[src/rtl/jpeg_pkg.sv]
`timescale 1ns/1ps
`default_nettype none
// ============================================================================
// Module   : jpeg_pkg
// Brief    : Shared constants and types for the JPEG run-length decoder.
// Revision : 1.0 - initial release
// ============================================================================
package jpeg_pkg;

    localparam int COEF_W    = 12;
    localparam int BLOCK_LEN = 64;
    localparam int IDX_W     = $clog2(BLOCK_LEN);
    localparam int ZRL_LEN   = 16;

    // Special AC symbols, both carrying size 0
    localparam logic [3:0] c_eob_run  = 4'd0;
    localparam logic [3:0] c_eob_size = 4'd0;
    localparam logic [3:0] c_zrl_run  = 4'd15;
    localparam logic [3:0] c_zrl_size = 4'd0;

    typedef enum logic [1:0] {
        IDLE  = 2'd0,
        ZEROS = 2'd1,
        VALUE = 2'd2
    } state_t;

    typedef struct packed {
        logic [3:0]        run;
        logic [3:0]        size;
        logic [COEF_W-1:0] bits;
    } symbol_t;

endpackage
`default_nettype wire

[src/rtl/jpeg_amp_decode.sv]
`timescale 1ns/1ps
`default_nettype none
// ============================================================================
// Module   : jpeg_amp_decode
// Brief    : Combinational JPEG amplitude decode of (size, additional bits).
// Revision : 1.0 - initial release
// ============================================================================
module jpeg_amp_decode #(
    parameter int COEF_W = 12
) (
    input  logic [3:0]        i_size,
    input  logic [COEF_W-1:0] i_bits,
    output logic [COEF_W-1:0] o_coef,
    output logic              o_err
);

    localparam logic [3:0] c_max_size = 4'(COEF_W - 1);

    logic [COEF_W-1:0] w_mask;
    logic [COEF_W-1:0] w_mag;
    logic [COEF_W-1:0] w_top;

    always_comb begin
        w_mask = (COEF_W'(1) << i_size) - COEF_W'(1);
        w_mag  = i_bits & w_mask;
        w_top  = w_mag >> (i_size - 4'd1);
        o_coef = '0;
        o_err  = 1'b0;
        if (i_size > c_max_size) begin
            o_err = 1'b1;
        end else if (i_size != 4'd0) begin
            // Leading bit clear means negative: value is bits - (2^size - 1)
            o_coef = w_top[0] ? w_mag : (w_mag - w_mask);
        end
    end

endmodule
`default_nettype wire

[src/rtl/jpeg_rle_decoder.sv]
`timescale 1ns/1ps
`default_nettype none
// ============================================================================
// Module   : jpeg_rle_decoder
// Brief    : Expands (run, size, bits) symbols into 64 zig-zag coefficients.
// Revision : 1.0 - initial release
// ============================================================================
module jpeg_rle_decoder
    import jpeg_pkg::*;
(
    input  logic                     clk,
    input  logic                     rst,
    input  logic                     in_valid,
    output logic                     in_ready,
    input  logic [3:0]               in_run,
    input  logic [3:0]               in_size,
    input  logic [COEF_W-1:0]        in_bits,
    output logic                     out_valid,
    input  logic                     out_ready,
    output logic signed [COEF_W-1:0] out_coef,
    output logic [IDX_W-1:0]         out_index,
    output logic                     out_last,
    output logic                     err
);

    localparam logic [IDX_W-1:0] c_last_idx  = IDX_W'(BLOCK_LEN - 1);
    localparam logic [IDX_W:0]   c_block_len = (IDX_W+1)'(BLOCK_LEN);
    localparam logic [IDX_W:0]   c_zrl_len   = (IDX_W+1)'(ZRL_LEN);
    localparam logic [IDX_W:0]   c_one_cnt   = (IDX_W+1)'(1);

    state_t            r_state;
    logic [IDX_W-1:0]  r_pos;
    logic [IDX_W:0]    r_zcnt;
    logic              r_has_val;
    logic [COEF_W-1:0] r_val;
    logic [COEF_W-1:0] r_out_coef;
    logic [IDX_W-1:0]  r_out_index;
    logic              r_out_last;
    logic              r_err;

    logic [COEF_W-1:0] w_amp;
    logic              w_amp_err;
    logic              w_xfer;
    logic              w_final;
    logic              w_done;
    logic              w_accept;
    logic [IDX_W-1:0]  w_next_idx;
    logic [IDX_W-1:0]  w_base;
    logic [IDX_W:0]    w_room;
    logic [IDX_W:0]    w_run;
    logic [IDX_W:0]    w_zeros;
    logic              w_has_val;
    logic              w_sym_err;

    jpeg_amp_decode #(
        .COEF_W (COEF_W)
    ) u_amp (
        .i_size (in_size),
        .i_bits (in_bits),
        .o_coef (w_amp),
        .o_err  (w_amp_err)
    );

    assign out_valid = (r_state != IDLE);
    assign out_coef  = r_out_coef;
    assign out_index = r_out_index;
    assign out_last  = r_out_last;
    assign err       = r_err;

    // The final coefficient of a symbol frees the input in the same cycle
    assign w_xfer   = out_valid && out_ready;
    assign w_final  = (r_state == VALUE) ||
                      ((r_state == ZEROS) && (r_zcnt == c_one_cnt) && !r_has_val);
    assign w_done   = w_xfer && w_final;
    assign in_ready = (r_state == IDLE) || w_done;
    assign w_accept = in_valid && in_ready;

    assign w_next_idx = (r_out_index == c_last_idx) ? '0 : (r_out_index + IDX_W'(1));
    assign w_base     = (r_state == IDLE) ? r_pos : w_next_idx;
    assign w_room     = c_block_len - {1'b0, w_base};
    assign w_run      = (IDX_W+1)'(in_run);

    // Classify the incoming symbol against the position it will start at
    always_comb begin
        w_zeros   = '0;
        w_has_val = 1'b0;
        w_sym_err = w_amp_err;
        if (w_base == '0) begin
            w_has_val = 1'b1;
        end else if (in_size != c_eob_size) begin
            if (w_run >= w_room) begin
                w_zeros   = w_room;
                w_sym_err = 1'b1;
            end else begin
                w_zeros   = w_run;
                w_has_val = 1'b1;
            end
        end else if ((in_run == c_zrl_run) && (in_size == c_zrl_size)) begin
            if (c_zrl_len > w_room) begin
                w_zeros   = w_room;
                w_sym_err = 1'b1;
            end else begin
                w_zeros = c_zrl_len;
            end
        end else begin
            w_zeros   = w_room;
            w_sym_err = (in_run != c_eob_run);
        end
    end

    always_ff @(posedge clk) begin
        if (rst) begin
            r_state     <= IDLE;
            r_pos       <= '0;
            r_zcnt      <= '0;
            r_has_val   <= 1'b0;
            r_val       <= '0;
            r_out_coef  <= '0;
            r_out_index <= '0;
            r_out_last  <= 1'b0;
            r_err       <= 1'b0;
        end else begin
            if (w_accept && w_sym_err) begin
                r_err <= 1'b1;
            end
            if (w_accept) begin
                r_has_val   <= w_has_val;
                r_val       <= w_amp;
                r_zcnt      <= w_zeros;
                r_out_index <= w_base;
                r_out_last  <= (w_base == c_last_idx);
                if (w_zeros != '0) begin
                    r_state    <= ZEROS;
                    r_out_coef <= '0;
                end else begin
                    r_state    <= VALUE;
                    r_out_coef <= w_amp;
                end
            end else if (w_xfer) begin
                if (w_final) begin
                    r_state <= IDLE;
                    r_pos   <= w_next_idx;
                end else begin
                    r_out_index <= w_next_idx;
                    r_out_last  <= (w_next_idx == c_last_idx);
                    if (r_zcnt > c_one_cnt) begin
                        r_zcnt <= r_zcnt - c_one_cnt;
                    end else begin
                        r_zcnt     <= '0;
                        r_state    <= VALUE;
                        r_out_coef <= r_val;
                    end
                end
            end
        end
    end

endmodule
`default_nettype wire

[config.mk]
export PLATFORM = sky130hd
export DESIGN_NAME = jpeg_rle_decoder
export DESIGN_NICKNAME = d
export VERILOG_FILES = /design/src/rtl/jpeg_pkg.sv /design/src/rtl/jpeg_amp_decode.sv /design/src/rtl/jpeg_rle_decoder.sv
export SDC_FILE = /design/constraint.sdc
export NUM_CORES = 1
export LEC_CHECK = 0
export BUFFER_PORTS_ARGS = -buffer_cell sky130_fd_sc_hd__buf_2
export CORE_ASPECT_RATIO = 0.5
export CORE_MARGIN = 3
export CORE_UTILIZATION = 30
export DETAILED_ROUTE_END_ITERATION = 12
export GPL_TIMING_DRIVEN = 0
export HOLD_SLACK_MARGIN = 0.08
export PLACE_DENSITY = 0.58
export SYNTH_ARGS = -nofsm -noshare
export SYNTH_HDL_FRONTEND = slang
export SYNTH_HIERARCHICAL = 1
export SYNTH_SLANG_ARGS = --single-unit
[constraint.sdc]
create_clock -name clk -period 5.15 [get_ports clk]
set_clock_uncertainty 0.1 [all_clocks]
set_input_delay 0.515 -clock clk [delete_from_list [all_inputs] [get_ports clk]]
set_output_delay 0.515 -clock clk [all_outputs]
set_load 0.1 [all_outputs]
* Word level (Yosys, flattened, before mapping) *
Cells that the tools add are included.

word-level totals
  bits in registers = 48
  memories kept = 0
  output and inout bits = 22
  logic and storage cells = 94
  bits in latches = 0
  input port bits = 24
  memory bits (writable) = 0
  memory bits (read-only) = 0

cells by class
  shifts and indexed selects = 2
  equality and inequality tests = 10
  add/sub/neg operators = 6
  divide/modulo/power cells = 0
  multipliers = 0
  muxes and demuxes = 39
  $lt $le $gt $ge = 4
  bitwise gates (word level) = 2
  reduce and logical (&&, ||, !) cells = 22

operator list
  kind                     count
  $mux W12                 8
  $mux W7                  9
  $mux W6                  5
  $eq A6 B6 Y1 const B     3
  $and A12 B12 Y12         1
  $mux W1                  12
  $shl A1 B4 Y12 const A   1
  $shr A12 B4 Y1           1
  $sub A12 B12 Y12         1
  $sub A12 B2 Y12 const B  1
  $mux W2                  5
  $reduce_bool A4 Y1       2
  $eq A7 B1 Y1 const B     1
  $ge A4 B7 Y1             1
  $gt A5 B7 Y1 const A     1
  $gt A7 B1 Y1 const B     1
  $logic_and A1 B1 Y1      7
  $reduce_bool A7 Y1       1
  $sub A7 B1 Y7 const B    1
  $sub A7 B6 Y7 const A    1
  $add A6 B1 Y6 const B    1
  $logic_not A6 Y1         1
  $reduce_and A3 Y1        2
  $eq A4 B4 Y1 const B     1
  other kinds (14)         17

* Depth between registers and ports, before layout *
Gate-level depths: netlist of run 1.

  depth in word-level cells = 12
  mapped depth = 19
  gate-level depth less buffers = 16

* Hierarchy *
Netlist of run 1, hierarchy kept.

modules (own cells, without submodules)
  module            times used  cells an instance  area an instance (um^2)  sequential area each (um^2)
  jpeg_rle_decoder  1           374                3158.0                   960.9
  jpeg_amp_decode   1           177                1199.9                   0.0

* Least setup slack after synthesis of run 1 *
No wires, ideal clock.

  path kind = input-to-reg
  start point = input port in_size[0]
  end point = register r_out_coef[10] (netlist: out_coef[10])
  cell stages on the path = 17
  library setup time = 0.084 ns
  arrival = 4.559 ns
  data required time = 4.966 ns
  setup slack = 0.406 ns
  path buffers = 3
  cells stage by stage = clkbuf_1 -> inv_1 -> ha_1 -> buf_4 -> nor3b_1 -> inv_1 -> ha_1 -> clkbuf_1 -> and2_1 -> o41ai_1 -> or3b_4 -> or3b_1 -> or4b_1 -> a31oi_1 -> mux2i_1 -> or2_2 -> o31ai_2

on the way
  longest elaborated chain between the ends = 9
  elaborated cells between the ends (all ways) = 19
  classes of those cells = 3 x add/sub; 1 x order compare; 2 x shift; 8 x mux; 1 x bitwise; 4 x reduce/logical

ends and longest elaborated chain
  what                                                       line                                          text
  start: declaration                                         jpeg_rle_decoder.sv:16                        input logic [3:0] in_size,
  $shl A1 B4 Y12                                             jpeg_amp_decode.sv:24                         w_mask = (COEF_W'(1) << i_size) - COEF_W'(1);
  $sub A12 B2 Y12                                            jpeg_amp_decode.sv:24
  $and A12 B12 Y12                                           jpeg_amp_decode.sv:25                         w_mag = i_bits & w_mask;
  $sub A12 B12 Y12 / $shr A12 B4 Y1 (equally long branches)  jpeg_amp_decode.sv:33, jpeg_amp_decode.sv:26
  $mux W12                                                   jpeg_amp_decode.sv:33                         o_coef = w_top[0] ? w_mag : (w_mag - w_mask);
  $mux W12                                                   jpeg_amp_decode.sv:31                         end else if (i_size != 4'd0) begin
  $mux W12 *                                                 jpeg_amp_decode.sv:29                         if (i_size > c_max_size) begin
  via w_amp[10]                                              jpeg_rle_decoder.sv:41                        logic [COEF_W-1:0] w_amp;
  $mux W12 *                                                 jpeg_rle_decoder.sv:132                       if (w_zeros != '0) begin
  $mux W12 *                                                 jpeg_rle_decoder.sv:126                       if (w_accept) begin
  end signal: assignment                                     jpeg_rle_decoder.sv:137                       r_out_coef <= w_amp;
  end signal: assignment                                     jpeg_rle_decoder.sv:151                       r_out_coef <= r_val;
  end: declaration                                           jpeg_rle_decoder.sv:36                        logic [COEF_W-1:0] r_out_coef;

The timed path passes the listed nets; every way through them passes the cells marked *.
A chain may end at the register's enable or synchronous reset.

* Worst setup path after layout of run 1 *
Same ends and word-level chain as after synthesis.

==> flow_metrics.py, run 1 <==
metrics = {
    "outcome": {
        "status": "finished clean",
    },
    "routing": {
        "dr.pass1.iters": 5,
        "num_vias": 4344,
        "routed_wl_mm": 12.7,
        "via_per_inst": 5.46,
        "dr.first_iter.drc_count": 266,
        "drc": 0,
        "post_drt_wl_per_cell_um": 16.0,
        "antenna_left": 0,
    },
    "setup_path": {
        "crit_type": "primary input to register",
        "cpLargestDelayFamily": "simple AND/OR/NAND/NOR gates",
        "crit_buf_inv": 5,
        "crit_path_cell_trace": "buf_2 > inv_2 > ha_1 > buf_4 > nor3b_4 > inv_1 > ha_1 > clkbuf_1 > and2_1 > o41ai_2 > or3b_4 > or3b_1 > or4b_1 > a31oi_1 > mux2i_1 > or2_2 > o31ai_2",
        "max_stage_delay_ps": 510,
        "reg2reg_depth": 17,
        "path_depth": 17,
        "critPathLaunchType": "primary input",
        "crit_path_end_kind": "register",
        "critPathMaxFanout": 14,
        "cp_common_cell": "ha_1",
        "crit_required_ps": 5260,
        "slowest_stage": "or4b_1",
        "arrival_ps": 4840,
    },
    "layout": {
        "stdcell_area_um2": 5030,
        "layoutNonFillerInstCount": 795,
        "area_growth_pct": 15.5,
        "n_antenna_cell": 0,
        "fin_nets": 640,
        "final_layout_size_suffix_gt1_frac": 0.232,
        "fillers": 1523,
        "utilization": 0.363,
    },
    "synthesis": {
        "yosysTopAreaCellShare": 0.220,
        "synth_nets": 589,
        "avgSynthCellArea_um2": 7.91,
        "synth_fa_ha_area_frac": 0.0402,
        "synth_top_family_by_area": "compound AO/OA/AOI/OAI gates",
        "synth_xor_xnor_area_share": 0.0256,
        "yosysMostFrequentCell": "dfxtp_1",
        "synth_area_leaders": "dfxtp_1 (22%), mux2i_1 (6.0%), ha_1 (4.0%), a21oi_1 (3.9%), nor2_1 (3.7%)",
        "synth-seq-area-share": 0.220,
        "synth-main-ff-cell": "dfxtp_1",
        "synthDistinctLibCells": 92,
        "synth_edf_count": 0,
        "synth_compound_area_frac": 0.310,
        "synthCells": 551,
        "syn-cell-area_um2": 4360,
        "synth.area.mux_share": 0.0726,
        "ys_warn_count": 6,
        "synthArstFlopShare": 0,
        "synthSimpleGateAreaFrac": 0.257,
        "synthTopCellsByCount": "dfxtp_1 (48), nor2_1 (43), nand2_1 (41)",
        "synth_area_leader_cell": "dfxtp_1",
        "ys_ff_latch": 48,
    },
    "clock_tree": {
        "htreeDepth": 2,
        "clockBufferDepth": 2,
        "cts_root_buf": "clkbuf_16",
        "insertion_delay_ps": 300,
        "clkTransAtPathRegs_ps": 70,
        "cts.sinks": 48,
        "cts-hold-fix-buffers": 0,
        "cts_made_buffers": 5,
        "cts_tree": "built",
    },
    "floorplan": {
        "chipHeight_um": 91.2,
        "fp-row-count": 30,
        "core_um2": 13900,
        "io_pins": 46,
        "start_util": 0.314,
        "dieArea_um2": 16100,
        "die-width_um": 176,
    },
    "place": {
        "dpl.cell_count": 787,
        "hpwl_mm": 9.88,
        "dp_worst_setup_slack_ps": -477,
        "placed_area_um2": 4820,
        "port_buffers": 44,
        "gp_congestion": 0.904,
    },
    "pwr": {
        "p_leak_nw": 2.10,
        "pwr_density_cell_nw_per_um2": 601,
        "ir_worst_vdd_mv": 0.228,
    },
    "hold_path": {
        "hold_path_depth": 2,
        "hp-class": "register to register",
    },
    "grt": {
        "grt_pass1_wl_mm": 21.0,
        "grt-ovfl-total": 0,
        "grt_max_degree": 17,
        "grt_antenna_before_repair": 0,
        "grt_util_all_layers": 0.158,
        "grt_pass1_vias": 4114,
    },
    "sta": {
        "tightest_slew_ps": 967,
        "fmax_ghz": 0.211,
        "setup_violations": 0,
        "relSlewSlack": 0.350,
        "finalCritPeriodShare": 0.919,
        "final_max_slew_viol_count": 0,
        "hold_viol": 0,
        "setup_ws_ps": 416,
        "holdWs_ps": 350,
        "layout_min_cycle_time_ps": 4730,
        "rsz0062_at_grt": "false",
    },
    "flow_run": {
        "cap_violations": 0,
    },
}
==> worst reg2reg max path, delay by kind of cell (launching register included) <==
kind / cells / cell delay (ps)
compound gates: 9 / 1980
flops: 1 / 430
xor+xnor: 1 / 440
simple gates: 1 / 200
buf+inv: 3 / 490
fa+ha+maj: 3 / 870
==> where the power goes <==
| part | internal (mW) | leakage [nW] | total [mW] | switching [mW] |
|---|---|---|---|---|
| clock | 0.231 | 0.0840 | 0.393 | 0.162 |
| sequential | 0.451 | 0.391 | 0.527 | 0.0756 |
| combinational | 0.685 | 1.62 | 2.11 | 1.42 |
| total | 1.37 | 2.10 | 3.03 | 1.66 |
==> timing repair <==
| action | 4_1_cts | 5_1_grt |
|---|---|---|
| buffers inserted | 0 | 1 |
| pin swaps | 0 | 1 |
| setup endpoints to repair | 8 | 21 |
| resized for setup | 1 | 7 |
==> logic make-up after synthesis <==
| group | after synthesis |
|---|---|
| AO/OA/AOI/OAI | 173 |
| XOR/XNOR | 11 |
| adder cells (fa/ha/maj) | 14 |
| buffers and inverters | 69 |
| flip-flops | 48 |
| multiplexers | 30 |
| AND/OR/NAND/NOR | 206 |
==> final cells by class <==
type | instances | area [um2] | area share
buffer | 30 | 180 | 0.0358
clock buffer | 5 | 125 | 0.0249
clock inverter | 3 | 47.5 | 0.00944
inverter | 38 | 143 | 0.0283
multi-input combinational | 434 | 3110 | 0.618
sequential | 48 | 961 | 0.191
tap | 192 | 240 | 0.0477
timing repair buffer | 45 | 228 | 0.0452
==> layer usage <==
layer / vias to the layer above / global-route usage / share of wire
met3: 10 / 0.0376 / 0.048
met2: 95 / 0.255 / 0.45
met5: - / 0 / 0
met1: 2081 / 0.216 / 0.49
met4: 0 / 0.0314 / 0.0082
li1: 2158 / - / -
==> path summary, 6_finish.rpt <==
check	start	end	slack, ps
worst max register to register	out_index[0]	out_coef[10]	540
worst min-delay path	out_coef[2]	out_coef[2]	350
worst min register to register	out_coef[2]	out_coef[2]	350
worst max-delay path	in_size[0]	out_coef[10]	420
==> placed cells by master, fill, tap and decap left out, types with 4 or more instances in the layout <==
master     synthesis  layout
buf_6              6       6
buf_2             10      53
dfxtp_1           48      48
a21oi_1           34      34
clkbuf_1          10       9
nand2_1           41      41
inv_1             37      36
o211ai_1          14      14
mux2i_1           26      26
nand4_1            6       6
a22oi_1            6       6
nor2_1            43      43
xnor2_1            6       5
nor2b_1            6       6
or2_2             17      17
a31oi_1            6       6
or3_1              6       6
o21ai_0           19      19
o31ai_1            5       5
a21o_1             7       7
a21oi_2            4       4
nand2b_1           6       6
o31ai_2            9       9
clkbuf_16          0       5
o21ai_1            6       6
nor3_1            17      16
ha_1              14      14
nand3_1           18      18
and3_1             4       4
and2_1             5       5
nor4_1             9       9
nand3b_1           4       4
a211oi_1           9       9
o21a_1             4       4
==> sequential cells by signal, summed over array words and instances, names as in the netlist, 2 cells and up <==
signal / count
out_coef: 12
out_index: 6
r_pos: 6
r_zcnt: 7
r_state: 2
r_val: 12
==> through the flow <==
step | setup TNS, ps | total power, mW
after floorplan | 0 | 2.20
after global placement | -4990 | 2.61
after detailed placement | -6260 | 2.62
after CTS | 0 | 3.02
after global routing | 0 | 3.25
final | 0 | 3.03
Power figures use the tool's default switching activity.
==> inputs of run 2 (changes only) <==
==> constraint.sdc (replaced) <==
create_clock -name clk -period 4.9 [get_ports clk]
set_clock_uncertainty 0.1 [all_clocks]
set_input_delay 0.49 -clock clk [delete_from_list [all_inputs] [get_ports clk]]
set_output_delay 0.49 -clock clk [all_outputs]
set_load 0.1 [all_outputs]
==> run 2 against run 1 <==
Net effect: cell count unchanged; flip-flop and latch count unchanged; non-clock buffer count unchanged; hold slack about the same; sequential share of layout area about the same; wire length increased by 0.16%; via count decreased by 0.18%; critical path type unchanged; setup slack got worse by 230 ps; register-to-register slack got worse by 130 ps.
==> flow_metrics.py, run 2 (synthesis results as in run 1) <==
metrics = {
    "place": {
        "gp_congestion": 0.904,
        "port_buffers": 44,
        "placed_area_um2": 4820,
        "hpwl_mm": 9.88,
    },
    "setup_path": {
        "arrival_ps": 4820,
        "crit_type": "primary input to register",
        "crit_required_ps": 5010,
        "critPathMaxFanout": 14,
        "critPathLaunchType": "primary input",
        "crit_path_end_kind": "register",
    },
    "clock_tree": {
        "clkTransAtPathRegs_ps": 70,
        "cts_tree": "built",
        "cts-hold-fix-buffers": 0,
        "insertion_delay_ps": 300,
        "cts_made_buffers": 5,
        "cts.sinks": 48,
        "clockBufferDepth": 2,
        "htreeDepth": 2,
        "cts_root_buf": "clkbuf_16",
    },
    "grt": {
        "grt_pass1_vias": 4127,
        "grt_antenna_before_repair": 0,
        "grt_max_degree": 17,
        "grt_pass1_wl_mm": 21.0,
        "grt-ovfl-total": 0,
        "grt_util_all_layers": 0.159,
    },
    "routing": {
        "via_per_inst": 5.45,
        "drc": 0,
        "dr.first_iter.drc_count": 288,
        "routed_wl_mm": 12.8,
        "dr.pass1.iters": 4,
        "num_vias": 4336,
        "post_drt_wl_per_cell_um": 16.1,
        "antenna_left": 0,
    },
    "sta": {
        "rsz0062_at_grt": "false",
        "finalCritPeriodShare": 0.962,
        "relSlewSlack": 0.349,
        "fmax_ghz": 0.212,
        "final_max_slew_viol_count": 0,
        "setup_violations": 0,
        "hold_viol": 0,
        "setup_tns_ps": 0,
        "tightest_slew_ps": 968,
        "layout_min_cycle_time_ps": 4710,
    },
    "floorplan": {
        "io_pins": 46,
        "dieArea_um2": 16100,
        "die-width_um": 176,
        "core_um2": 13900,
        "start_util": 0.314,
        "fp-row-count": 30,
        "chipHeight_um": 91.2,
    },
    "layout": {
        "n_antenna_cell": 0,
        "fin_nets": 640,
        "final_layout_size_suffix_gt1_frac": 0.234,
        "stdcell_area_um2": 5040,
        "area_growth_pct": 15.7,
        "layout_common_cells": "buf_2 (53), dfxtp_1 (48), nor2_1 (43)",
        "final_common_cell": "buf_2",
    },
    "pwr": {
        "ir_worst_vdd_mv": 0.240,
        "power_mw": 3.20,
        "pwr_density_cell_nw_per_um2": 634,
        "p_leak_nw": 2.10,
    },
    "hold_path": {
        "hp-class": "register to register",
    },
    "flow_run": {
        "cap_violations": 0,
    },
    "outcome": {
        "status": "finished clean",
    },
}
-- run 2: changes by cell type in the layout (fill, tap and decap cells not counted) --
cell,previous run,this run
xnor2_1,5,4
xnor2_2,3,4
-- run 2: worst max-delay path: stages --
cell and delay [ps]:
buf_2 190, inv_2 150, ha_1 220, buf_4 180, nor3b_4 260, inv_1 90
ha_1 200, clkbuf_1 230, and2_1 260, o41ai_2 450, or3b_4 470, or3b_1 380
or4b_1 520, a31oi_1 140, mux2i_1 90, or2_2 300, o31ai_2 180
-- run 2: where the power goes --
group	total, mW	leakage [nW]	internal (mW)	switching (mW)
combinational	2.23	1.63	0.729	1.50
clock	0.414	0.0840	0.243	0.170
sequential	0.553	0.391	0.474	0.0792
-- run 2: layer usage --
| layer | GRT usage | vias up | share of wire |
|---|---|---|---|
| met1 | 0.217 | 2067 | 0.49 |
| met5 | 0 | - | 0 |
| met2 | 0.255 | 99 | 0.46 |
| met4 | 0.0314 | 0 | 0.0081 |
| li1 | - | 2160 | - |
| met3 | 0.0376 | 10 | 0.048 |
-- run 2: cell type report --
cell class | instances | area, um2
Timing Repair Buffer | 45 | 228
Sequential cell | 48 | 961
Inverter | 38 | 143
Clock inverter | 3 | 47.5
Clock buffer | 5 | 125
Tap cell | 192 | 240
Buffer | 30 | 180
Multi-Input combinational cell | 434 | 3120
Fill cell | 1523 | 8850
-- run 2: path summary, 6_finish.rpt --
path | startpoint | to | slack (ps) | depth (start not counted)
setup / recovery | in_size[0] | out_coef[10] | 190 | 17
hold reg to reg | out_coef[2] | out_coef[2] | 350 | 2
hold / removal | out_coef[2] | out_coef[2] | 350 | 2
setup reg to reg | out_index[0] | out_coef[10] | 410 | 17
-- run 2: timing repair --
item	in CTS	in global routing
pin swaps	1	1
gates resized for setup	6	3
endpoints found under the setup margin	22	21
buffers inserted	0	1
-- run 2: through the flow --
step | std cells | utilization | setup slack, ps | hold WS (ps)
after floorplan | 551 | - | 181 | 337
after global placement | 787 | 0.347 | -640 | 336
after detailed placement | 787 | 0.347 | -702 | 339
after CTS | 795 | 0.362 | 16.2 | 356
after global routing | 795 | 0.363 | 9.51 | 378
final | 795 | 0.363 | 187 | 350
==> inputs of run 3 (changes only) <==
==> constraint.sdc (replaced) <==
create_clock -name clk -period 4.9 [get_ports clk]
set_clock_uncertainty 0.1 [all_clocks]
set_input_delay 0.735 -clock clk [delete_from_list [all_inputs] [get_ports clk]]
set_output_delay 0.735 -clock clk [all_outputs]
set_load 0.1 [all_outputs]
==> run 3 against run 2 <==
Net effect: core utilization up 0.32 points; final area increased by 0.87%; die area is the same; critical endpoint unchanged; largest cell class unchanged.
==> flow_metrics.py, run 3 (synthesis results as in run 1) <==
metrics = {
    "outcome": {
        "status": "finished clean",
    },
    "floorplan": {
        "die-width_um": 176,
        "start_util": 0.314,
        "chipHeight_um": 91.2,
        "dieArea_um2": 16100,
        "core_um2": 13900,
        "io_pins": 46,
        "fp-row-count": 30,
    },
    "setup_path": {
        "critPathMaxFanout": 14,
        "crit_type": "primary input to register",
        "crit_path_end_kind": "register",
        "arrival_ps": 4820,
        "max_stage_delay_ps": 500,
        "crit_path_cell_trace": "buf_2 > inv_4 > ha_1 > buf_6 > nor3b_4 > inv_1 > ha_1 > buf_2 > and3b_2 > o41ai_4 > or3b_4 > or3b_1 > or4b_1 > a31oi_1 > mux2i_1 > or2_2 > o31ai_2",
        "crit_required_ps": 5020,
        "critPathLaunchType": "primary input",
        "slowest_stage": "or4b_1",
    },
    "routing": {
        "post_drt_wl_per_cell_um": 16.0,
        "routed_wl_mm": 12.8,
        "via_per_inst": 5.54,
        "num_vias": 4425,
        "top_layer_used": "met4",
        "dr.pass1.iters": 4,
        "antenna_left": 0,
        "wl_met3_um": 574,
        "met2_wirelength_mm": 5.80,
        "drt-met1-wl_mm": 6.28,
        "dr.first_iter.drc_count": 268,
        "drc": 0,
    },
    "clock_tree": {
        "cts_root_buf": "clkbuf_16",
        "htreeDepth": 2,
        "insertion_delay_ps": 300,
        "cts-hold-fix-buffers": 0,
        "cts_tree": "built",
        "cts.sinks": 48,
        "clockBufferDepth": 2,
        "cts_made_buffers": 5,
        "clkTransAtPathRegs_ps": 80,
    },
    "sta": {
        "setup_violations": 0,
        "final_max_slew_viol_count": 0,
        "setup_tns_ps": 0,
        "tightest_slew_ps": 944,
        "rsz0062_at_grt": "false",
        "relSlewSlack": 0.365,
        "hold_viol": 0,
        "setup_ws_ps": 201,
        "fmax_ghz": 0.213,
        "layout_min_cycle_time_ps": 4700,
        "finalCritPeriodShare": 0.959,
    },
    "layout": {
        "final_layout_size_suffix_gt1_frac": 0.244,
        "fin_nets": 644,
        "final_common_cell": "buf_2",
        "area_growth_pct": 16.7,
        "layout_common_cells": "buf_2 (53), dfxtp_1 (48), nor2_1 (43)",
        "layoutNonFillerInstCount": 799,
        "stdcell_area_um2": 5090,
        "n_antenna_cell": 0,
    },
    "pwr": {
        "switching_share": 0.557,
        "p_leak_nw": 2.12,
        "clkPwrFrac": 0.115,
        "power_mw": 3.17,
        "power_frac_seq": 0.175,
        "ir_worst_vdd_mv": 0.339,
        "p_switching_mw": 1.76,
        "pwr_density_cell_nw_per_um2": 623,
        "cell_internal_pwr_mw": 1.40,
        "p_comb_frac": 0.710,
    },
    "place": {
        "placed_area_um2": 4820,
        "dp_worst_setup_slack_ps": -750,
        "gp_congestion": 0.896,
        "dpl.cell_count": 787,
        "hpwl_mm": 9.85,
        "port_buffers": 44,
    },
    "grt": {
        "grt_pass1_wl_mm": 21.3,
        "grt_pass1_vias": 4178,
        "grt_util_all_layers": 0.161,
        "grt_max_degree": 18,
        "grt_antenna_before_repair": 0,
        "grt-ovfl-total": 0,
    },
    "hold_path": {
        "hp-class": "register to register",
    },
    "flow_run": {
        "cap_violations": 0,
    },
}
run 3: what timing repair did:
item,in CTS,in global routing
pin swaps,1,2
endpoints found under the hold margin,0,0
setup endpoints to repair,24,24
resized for setup,5,14
buffers inserted,0,5
run 3: final cells by class:
type / count / area (um2)
clock inverters: 3 / 26.3
fillers: 1510 / 8800
inverters: 38 / 145
flip-flops and latches: 48 / 961
multi-input cells: 434 / 3140
well taps: 192 / 240
repair buffers: 49 / 258
plain buffers: 30 / 188
clock buffers: 5 / 125
run 3: worst max-delay path: cells and delay by family:
| kind | cells | cell delay, ps |
|---|---|---|
| compound gates | 3 | 730 |
| fa+ha+maj | 2 | 420 |
| buf+inv | 5 | 750 |
| mux | 1 | 90 |
| simple gates | 6 | 2100 |
run 3: routing by layer:
| layer | global-route usage | vias to the layer above |
|---|---|---|
| li1 | - | 2173 |
| met1 | 0.228 | 2112 |
| met2 | 0.253 | 127 |
| met3 | 0.0284 | 13 |
| met4 | 0.0385 | 0 |
| met5 | 0 | - |
run 3: power by group through the flow:
stage	sequential, mW	clock (mW)	combinational, mW
global placement	0.559	0	2.20
floorplan	0.825	0	1.48
finish	0.554	0.365	2.25
CTS	0.555	0.375	2.21
global route	0.569	0.392	2.46
detailed placement	0.563	0	2.19
run 3: per-stage QoR:
stage | hold slack, ps | utilization
finish | 341 | 0.366
global route | 380 | 0.366
CTS | 347 | 0.360
detailed placement | 336 | 0.347
global placement | 334 | 0.347
floorplan | 337 | -
run 3: worst paths after layout:
kind | start | to | slack [ps] | depth (start not counted)
max | in_size[0] | out_coef[10] | 200 | 17
min | err | err | 340 | 2
max reg2reg | out_index[0] | r_state[1] | 430 | 17
min reg2reg | err | err | 340 | 2
